===== src/rtl/serial_full_adder.sv =====
// Multi-cycle adder: WIDTH-bit A + B + CIN computed DIGIT bits per clock with a registered carry.
// Optional macro SERIAL_FULL_ADDER_SUB_EN adds a 'sub' input selecting A + ~B + 1.
module serial_full_adder #(
  parameter int WIDTH = 16,
  parameter int DIGIT = 1
) (
  input  logic             clk,
  input  logic             reset,
  input  logic             in_valid,
  output logic             in_ready,
  input  logic [WIDTH-1:0] a,
  input  logic [WIDTH-1:0] b,
  input  logic             cin,
`ifdef SERIAL_FULL_ADDER_SUB_EN
  input  logic             sub,
`endif
  output logic             out_valid,
  input  logic             out_ready,
  output logic [WIDTH-1:0] sum,
  output logic             carry,
  output logic             busy,
  output logic [1:0]       dbg_state
);

  localparam int STEPS = WIDTH / DIGIT;
  localparam int CNT_W = (STEPS > 1) ? $clog2(STEPS) : 1;

  if (WIDTH < 2 || DIGIT < 1 || DIGIT > WIDTH || (WIDTH % DIGIT) != 0) begin : g_param_err
    $error("serial_full_adder: illegal WIDTH/DIGIT combination");
  end

  typedef enum logic [1:0] {
    S_IDLE = 2'd0,
    S_RUN  = 2'd1,
    S_DONE = 2'd2
  } state_t;

  state_t             state_q, state_d;
  logic [WIDTH-1:0]   a_q, a_d;
  logic [WIDTH-1:0]   b_q, b_d;
  logic               c_q, c_d;
  logic [WIDTH-1:0]   res_q, res_d;
  logic [CNT_W-1:0]   step_q, step_d;
  logic [WIDTH-1:0]   sum_q, sum_d;
  logic               carry_q, carry_d;

  logic [DIGIT:0]     slice;
  logic [WIDTH-1:0]   dig_ext;
  logic [WIDTH-1:0]   res_next;
  logic               sub_sel;

`ifdef SERIAL_FULL_ADDER_SUB_EN
  assign sub_sel = sub;
`else
  assign sub_sel = 1'b0;
`endif

  // Handshakes: a transfer happens on a rising edge where valid and ready are
  // both high; in_ready is high only in IDLE, out_valid only in DONE.
  assign in_ready  = (state_q == S_IDLE);
  assign out_valid = (state_q == S_DONE);
  assign busy      = (state_q != S_IDLE);
  assign dbg_state = state_q;
  assign sum       = sum_q;
  assign carry     = carry_q;

  always_ff @(posedge clk or posedge reset) begin
    if (reset) begin
      state_q <= S_IDLE;
      a_q     <= '0;
      b_q     <= '0;
      c_q     <= 1'b0;
      res_q   <= '0;
      step_q  <= '0;
      sum_q   <= '0;
      carry_q <= 1'b0;
    end else begin
      state_q <= state_d;
      a_q     <= a_d;
      b_q     <= b_d;
      c_q     <= c_d;
      res_q   <= res_d;
      step_q  <= step_d;
      sum_q   <= sum_d;
      carry_q <= carry_d;
    end
  end

  always_comb begin
    state_d = state_q;
    a_d     = a_q;
    b_d     = b_q;
    c_d     = c_q;
    res_d   = res_q;
    step_d  = step_q;
    sum_d   = sum_q;
    carry_d = carry_q;

    slice    = {1'b0, a_q[DIGIT-1:0]} + {1'b0, b_q[DIGIT-1:0]} + (DIGIT+1)'(c_q);
    dig_ext  = WIDTH'(slice[DIGIT-1:0]);
    // New digit enters at the MSB end so after STEPS shifts the LSB digit sits at bit 0.
    res_next = (res_q >> DIGIT) | (dig_ext << (WIDTH - DIGIT));

    case (state_q)
      S_IDLE: begin
        if (in_valid) begin
          a_d     = a;
          b_d     = sub_sel ? ~b : b;
          c_d     = sub_sel ? 1'b1 : cin;
          res_d   = '0;
          step_d  = '0;
          state_d = S_RUN;
        end
      end
      S_RUN: begin
        a_d    = a_q >> DIGIT;
        b_d    = b_q >> DIGIT;
        c_d    = slice[DIGIT];
        res_d  = res_next;
        step_d = step_q + CNT_W'(1);
        if (step_q == CNT_W'(STEPS - 1)) begin
          sum_d   = res_next;
          carry_d = slice[DIGIT];
          step_d  = '0;
          state_d = S_DONE;
        end
      end
      S_DONE: begin
        if (out_ready) state_d = S_IDLE;
      end
      default: state_d = S_IDLE;
    endcase
  end

endmodule


===== config.mk =====
export PLATFORM = sky130hd
export DESIGN_NAME = serial_full_adder
export DESIGN_NICKNAME = d
export VERILOG_FILES = /design/src/rtl/serial_full_adder.sv
export SDC_FILE = /design/constraint.sdc
export NUM_CORES = 1
export LEC_CHECK = 0
export ABC_AREA = 1
export CAP_MARGIN = 0
export CORE_UTILIZATION = 45
export DETAILED_ROUTE_END_ITERATION = 7
export DONT_BUFFER_PORTS = 1
export PLACE_DENSITY = 0.64
export SLEW_MARGIN = 30
export SYNTH_ARGS = -nofsm -noshare
export SYNTH_HDL_FRONTEND = slang
export SYNTH_SLANG_ARGS = --single-unit

===== constraint.sdc =====
create_clock -name clk -period 6 [get_ports clk]
set_input_delay 1.2 -clock clk [delete_from_list [all_inputs] [get_ports clk]]
set_output_delay 1.2 -clock clk [all_outputs]
set_load 0.01 [all_outputs]

# Yosys cells after proc, flatten, opt, wreduce, memory -nomap -nowiden
# Index checks and enable logic that the tools add are counted.
# totals
regBits	72
input_bits	37
output_inout_bits	22
elab_cells	39
# op_classes
addsub	3
n_eq_ne	6
mux	15
bitwise_logic	1
reduce_logical	6
# ops
cell	count
$pmux W16 S2	3
$mux W16	3
$or A15 B16 Y16	1
$mux W4	2
$pmux W4 S2	1
$mux W2	3
$pmux W2 S3	1
$add A4 B1 Y4 const B	1
$eq A4 B4 Y1 const B	1
$ne A2 B2 Y1 const B	2
$reduce_and A2 Y1	2
$reduce_bool A2 Y1	2
$reduce_and A3 Y1	1
$add A1 B1 Y2	1
$add A2 B1 Y2	1
$eq A2 B1 Y1 const B	1
$eq A2 B2 Y1 const B	1
$logic_not A2 Y1	1
$ne A2 B1 Y1 const B	1
$pmux W1 S2	1
$mux W1	1

# Depth between registers and ports, before layout
# Gate-level depths: netlist (run 1).
# depth
depth_word	4
depth_mapped	7
mapped_depth_nobuf	6

# Worst setup path after synthesis (run 1)
# Ideal clock, no wire load.
# synth_timing
kind	register -> output
start	register state_q[0] (netlist: dbg_state[0])
end	output port busy
t_arrival_ps	831
t_required_ps	4800
slack_ps	3969
stages_incl_launch_ff	3
n_path_buf	0
cell_sequence	dfrtp_1 -> nor2_1 -> inv_1
# synth_between
elab_chain_cells	1
# synth_lines
item	line	source
from (decl)	38	state_t state_q, state_d;
from (signal assigned)	78	state_q <= state_d;
$reduce_bool A2 Y1	62	assign busy = (state_q != S_IDLE);
to (decl)	21	output logic busy,
# No other way between the ends.

# Worst setup path in the final report (run 1)
# Same ends and word-level chain as after synthesis.

==> results of run 1 <==
==> layer usage <==
layer,part of all wire,wire length [um],vias up,GRT usage
met4,0.014,77,0,0.0817
met2,0.44,2410,56,0.256
li1,-,-,1103,-
met1,0.50,2790,1005,0.241
met5,0,0,-,0
met3,0.046,255,7,0.0514
==> flip-flops by register name (all words and copies together) (netlist names) <==
register	count
c_q	1
carry	1
res_q	15
step_q	4
dbg_state	2
a_q	16
b_q	16
sum	16
==> worst paths after layout <==
| kind | from | to | depth (start not counted) |
|---|---|---|---|
| max in group asynchronous | reset | a_q[13] | 2 |
| min in group asynchronous | reset | sum[15] | 2 |
| hold reg to reg | res_q[8] | sum[7] | 2 |
| setup / recovery | dbg_state[0] | busy | 2 |
| hold / removal | res_q[8] | sum[7] | 2 |
| setup reg to reg | dbg_state[1] | b_q[13] | 6 |
==> power by group through the flow <==
stage          logic [mW]  clock network (mW)  registers (mW)
5_1_grt             0.590               0.413           0.851
3_5_place_dp        0.503                   0           0.831
4_1_cts             0.504               0.398           0.825
3_3_place_gp        0.487                   0           0.829
6_report            0.496               0.386           0.823
2_1_floorplan       0.427                   0           0.803
==> Yosys cell counts, types with 2 or more instances <==
cell / number / area (um^2)
nor2_1: 2 / 7.51
o21ai_0: 9 / 45.0
o21ai_1: 3 / 15.0
o22ai_1: 13 / 81.3
nand4_1: 7 / 43.8
nor2_4: 2 / 22.5
inv_2: 3 / 11.3
nand3_1: 35 / 175
dfrtp_1: 71 / 1780
inv_1: 34 / 128
buf_2: 12 / 60.1
nand2_1: 151 / 567
==> placed cells by master, fill, tap and decap left out, drive strengths merged, types with 5 or more instances in the layout <==
master and instances:
nand2 152, dfrtp 71, inv 38, nand3 35, o22ai 13, clkbuf 12, o21ai 12, nand4 7
nor2 5
==> critical path: stages, from the launching register on <==
cell and delay (ps):
dfrtp_1 500, nor2_1 280, inv_1 140
==> stage by stage <==
step                       util  total power, mW  cell area, um^2
final                     0.508             1.70             3250
after global routing      0.508             1.85             3250
after CTS                 0.507             1.73             3240
after detailed placement  0.476             1.33             3040
after global placement    0.476             1.32             3040
after floorplan               -             1.23             3010
==> kinds of logic after synthesis <==
group                    after synthesis  synth area share
AO/OA/AOI/OAI                         26            0.0495
AND/OR/NAND/NOR                      200             0.277
buffers and inverters                 52            0.0719
adder cells (fa/ha/maj)                2            0.0108
flip-flops                            71             0.590
==> area by class of cell <==
type                    instances  area (um^2)
clock buffers                  12          155
clock inverters                 3         42.5
fillers                       621         3140
inverters                      38          145
multi-input cells             228         1020
flip-flops and latches         71         1780
well taps                      77         96.3
repair buffers                  1         11.3
==> metrics.yaml, run 1 <==
setup.worst_path.end_class: "output port"
synth_nets: 390
status: "finished clean"
synth-main-ff-cell: "dfrtp_1"
cts_tree: "yes"
place.detailed.hpwl_mm: 3.52
reg2reg_slack_ps: 3740
cts_resized: 0
p_comb_frac: 0.291
drtPass1Iterations: 4
finalMaxSlewViolations: 0
cp_max_fo: 7
grt_pass1_wl_mm: 9.63
worst_skew_pair.late_latency_ps: 340
seq_power_share: 0.483
ir_drop_mv: 0.300
slew_headroom: 0.487
critPathArrivalTime_ps: 1260
p_sw_mw: 0.631
syn-cell-area_um2: 3010
powerDensity_nw_per_um2: 525
fp-row-count: 29
chipWidth_um: 83.8
ys_ff_latch: 71
grt_use_total: 0.176
cellLeakagePower_nw: 1.68
drt-initial-drc-count: 133
first_global_vias: 2093
fin_crit_ps: 2460
diodes: 0
ioPinCount: 59
pre_cts_slack_ps: 3170
timing.fmax_ghz: 0.407
layout.nets: 388
ys_async_sr_fraction: 1.00
setup_viol_count_final: 0
hp-class: "register to register"
gp_congestion: 0.717
final-hold-violation-count: 0
synthCells: 351
gr-total-overflow: 0
die_y_um: 83.8
synth-edff-count: 0
routedWlPerCell_um: 12.9
initial_utilization: 0.471
clkSlewWorstSetupHoldPaths_ps: 70
hold_slack_ps: 475
io_buffer_count: 0
period_share: 0.410
dieArea_um2: 7020
drt_wl_total_mm: 5.53
ys_warn_count: 0
synth.avg_cell_area_um2: 8.57
crit_type: "register to output port"
pwr-share-clk: 0.226
critPathRequiredTime_ps: 4800
synth-seq-area-share: 0.590
area_growth_pct: 7.86
post_drt_via_cell_ratio: 5.05
dp.cells: 415
rsz0062_at_grt: "no"
coreArea_um2: 6390
worstMarginPinSlew_ps: 768
drv_cap: 0
antenna_found_initial: 0
cts_setup_buffers: 0
synth_cell_types: 21
numCtsBuffers: 9
clk_path_buf_depth: 2
vias: 2171
cts.hold.buffers_added: 0
root_buffer: "clkbuf_8"
clkSinkCount: 71
fin_skew_ps: 5.80
ant_nets: 0
cts.htree.levels: 3
finalSetupTns_ps: 0
setup_ws_ps: 3540
instances_no_fill: 430
drive_gt1_frac: 0.0737
drc: 0
internal_power_mw: 1.07
grt_start_max_net_pins: 72
critPathLaunchType: "register"
swShare: 0.370
(Power assumes the default switching activity.)
==> run 2: changes to the inputs <==
Settings changed: PLACE_DENSITY 0.64 to 0.66.
Clock period 6 ns to 2 ns, I/O delays scaled along.
==> run 2 against run 1 <==
Core utilization rose by 0.78 points. Clock skew rose by 2.7 ps. Combinational power rose to 3.1 times the previous value. Non-clock buffer count rose by 8. Wire length rose by 1.7%. Critical path type unchanged. Critical endpoint unchanged. Highest routed layer unchanged.
==> metrics.yaml, run 2 (synthesis results as in run 1) <==
cts_resized: 0
hp-start: "out_ready"
layout.nets: 396
fin_skew_ps: 8.53
numCtsBuffers: 9
cts.hold.buffers_added: 1
hp-class: "input port to register"
critPathLaunchType: "register"
antenna_found_initial: 0
cp_max_fo: 7
gr-total-overflow: 0
status: "finished clean"
hold_path_depth: 1
worst_skew_pair.late_latency_ps: 340
dieArea_um2: 7020
setup.worst_path.end_class: "output port"
slew_headroom: 0.605
grt_pass1_wl_mm: 9.92
finalSetupTns_ps: 0
gp_congestion: 0.766
drt-initial-drc-count: 132
die_y_um: 83.8
fillers: 602
rsz0062_at_grt: "no"
chipWidth_um: 83.8
cts_setup_buffers: 0
grt_start_max_net_pins: 32
cp-startpoint: "dbg_state[0]"
hold-path-endpoint: "dbg_state[1]"
cts.htree.levels: 3
vias: 2186
clk_path_buf_depth: 2
setup_viol_count_final: 0
period_share: 0.879
area_growth_pct: 9.52
r2r-end: "b_q[10]"
hold_slack_ps: 145
initial_utilization: 0.471
critPathArrivalTime_ps: 1360
routedWlPerCell_um: 12.8
cpPeakStageDelay_ps: 520
slowest_stage: "dfrtp_1"
ioPinCount: 59
crit_type: "register to output port"
r2r_start: "dbg_state[0]"
cellLeakagePower_nw: 1.71
diodes: 0
layout_common_cells: "151 x nand2_1, 71 x dfrtp_1, 35 x nand3_1"
final-hold-violation-count: 0
place.detailed.hpwl_mm: 3.88
drc: 0
grt_use_total: 0.181
reg2regPathDepth: 5
fp-row-count: 29
clkSlewWorstSetupHoldPaths_ps: 70
timing.fmax_ghz: 0.569
post_drt_via_cell_ratio: 4.98
clkSinkCount: 71
finalMaxSlewViolations: 0
cts_tree: "yes"
worstMarginPinSlew_ps: 591
powerDensity_nw_per_um2: 1520
path_cells: "nor2_1 -> inv_1"
coreArea_um2: 6390
drv_cap: 0
critPathRequiredTime_ps: 1600
ir_drop_mv: 0.711
io_buffer_count: 0
ant_nets: 0
drtPass1Iterations: 5
fin_crit_ps: 1760
drive_gt1_frac: 0.0912
reg2reg_slack_ps: 380
first_global_vias: 2157
final_common_cell: "nand2_1"
drt_wl_total_mm: 5.63
root_buffer: "clkbuf_8"
run 2: how the worst max path moves through the flow:
stage                     endpoint  cells after the start
after CTS                     busy                      2
after global placement     b_q[13]                      5
after detailed placement   b_q[10]                      5
final                         busy                      2
after global routing          busy                      2
after floorplan             sum[0]                      7
run 2: where the power goes:
| part | internal [mW] | switching (mW) |
|---|---|---|
| Sequential | 2.05 | 0.428 |
| Combinational | 0.588 | 0.949 |
| Clock | 0.482 | 0.519 |
run 2: final cells by class:
| cell class | instances | area (um^2) | share of cell area |
|---|---|---|---|
| multi-input cells | 228 | 1020 | 0.308 |
| clock buffers | 11 | 141 | 0.0429 |
| flip-flops and latches | 71 | 1780 | 0.539 |
| repair buffers | 9 | 82.6 | 0.0251 |
| inverters | 38 | 149 | 0.0452 |
| well taps | 77 | 96.3 | 0.0292 |
| clock inverters | 5 | 33.8 | 0.0103 |
run 2: metrics by stage:
stage	power, mW	util	std cells	cell area [um^2]	setup slack (ps)
after global placement	4.00	0.487	422	3110	439
after detailed placement	4.06	0.487	422	3110	389
after floorplan	3.69	-	351	3010	646
after global routing	5.49	0.516	439	3300	195
final	5.01	0.516	439	3300	242
after CTS	5.07	0.516	439	3300	221
run 2: worst max-delay path: cells and delay by family, from the launching register on:
family / cells / cell delay [ps]
flops: 1 / 520
simple gates: 1 / 340
buf+inv: 1 / 160
run 2: routing by layer:
metal  global-route usage  up-vias  wire, um  part of all wire
met5                    0        -         0                 0
met4               0.0740        0        84             0.015
met3               0.0534       10       287             0.051
met2                0.274       49      2490              0.44
met1                0.243     1010      2760              0.49
li1                     -     1117         -                 -
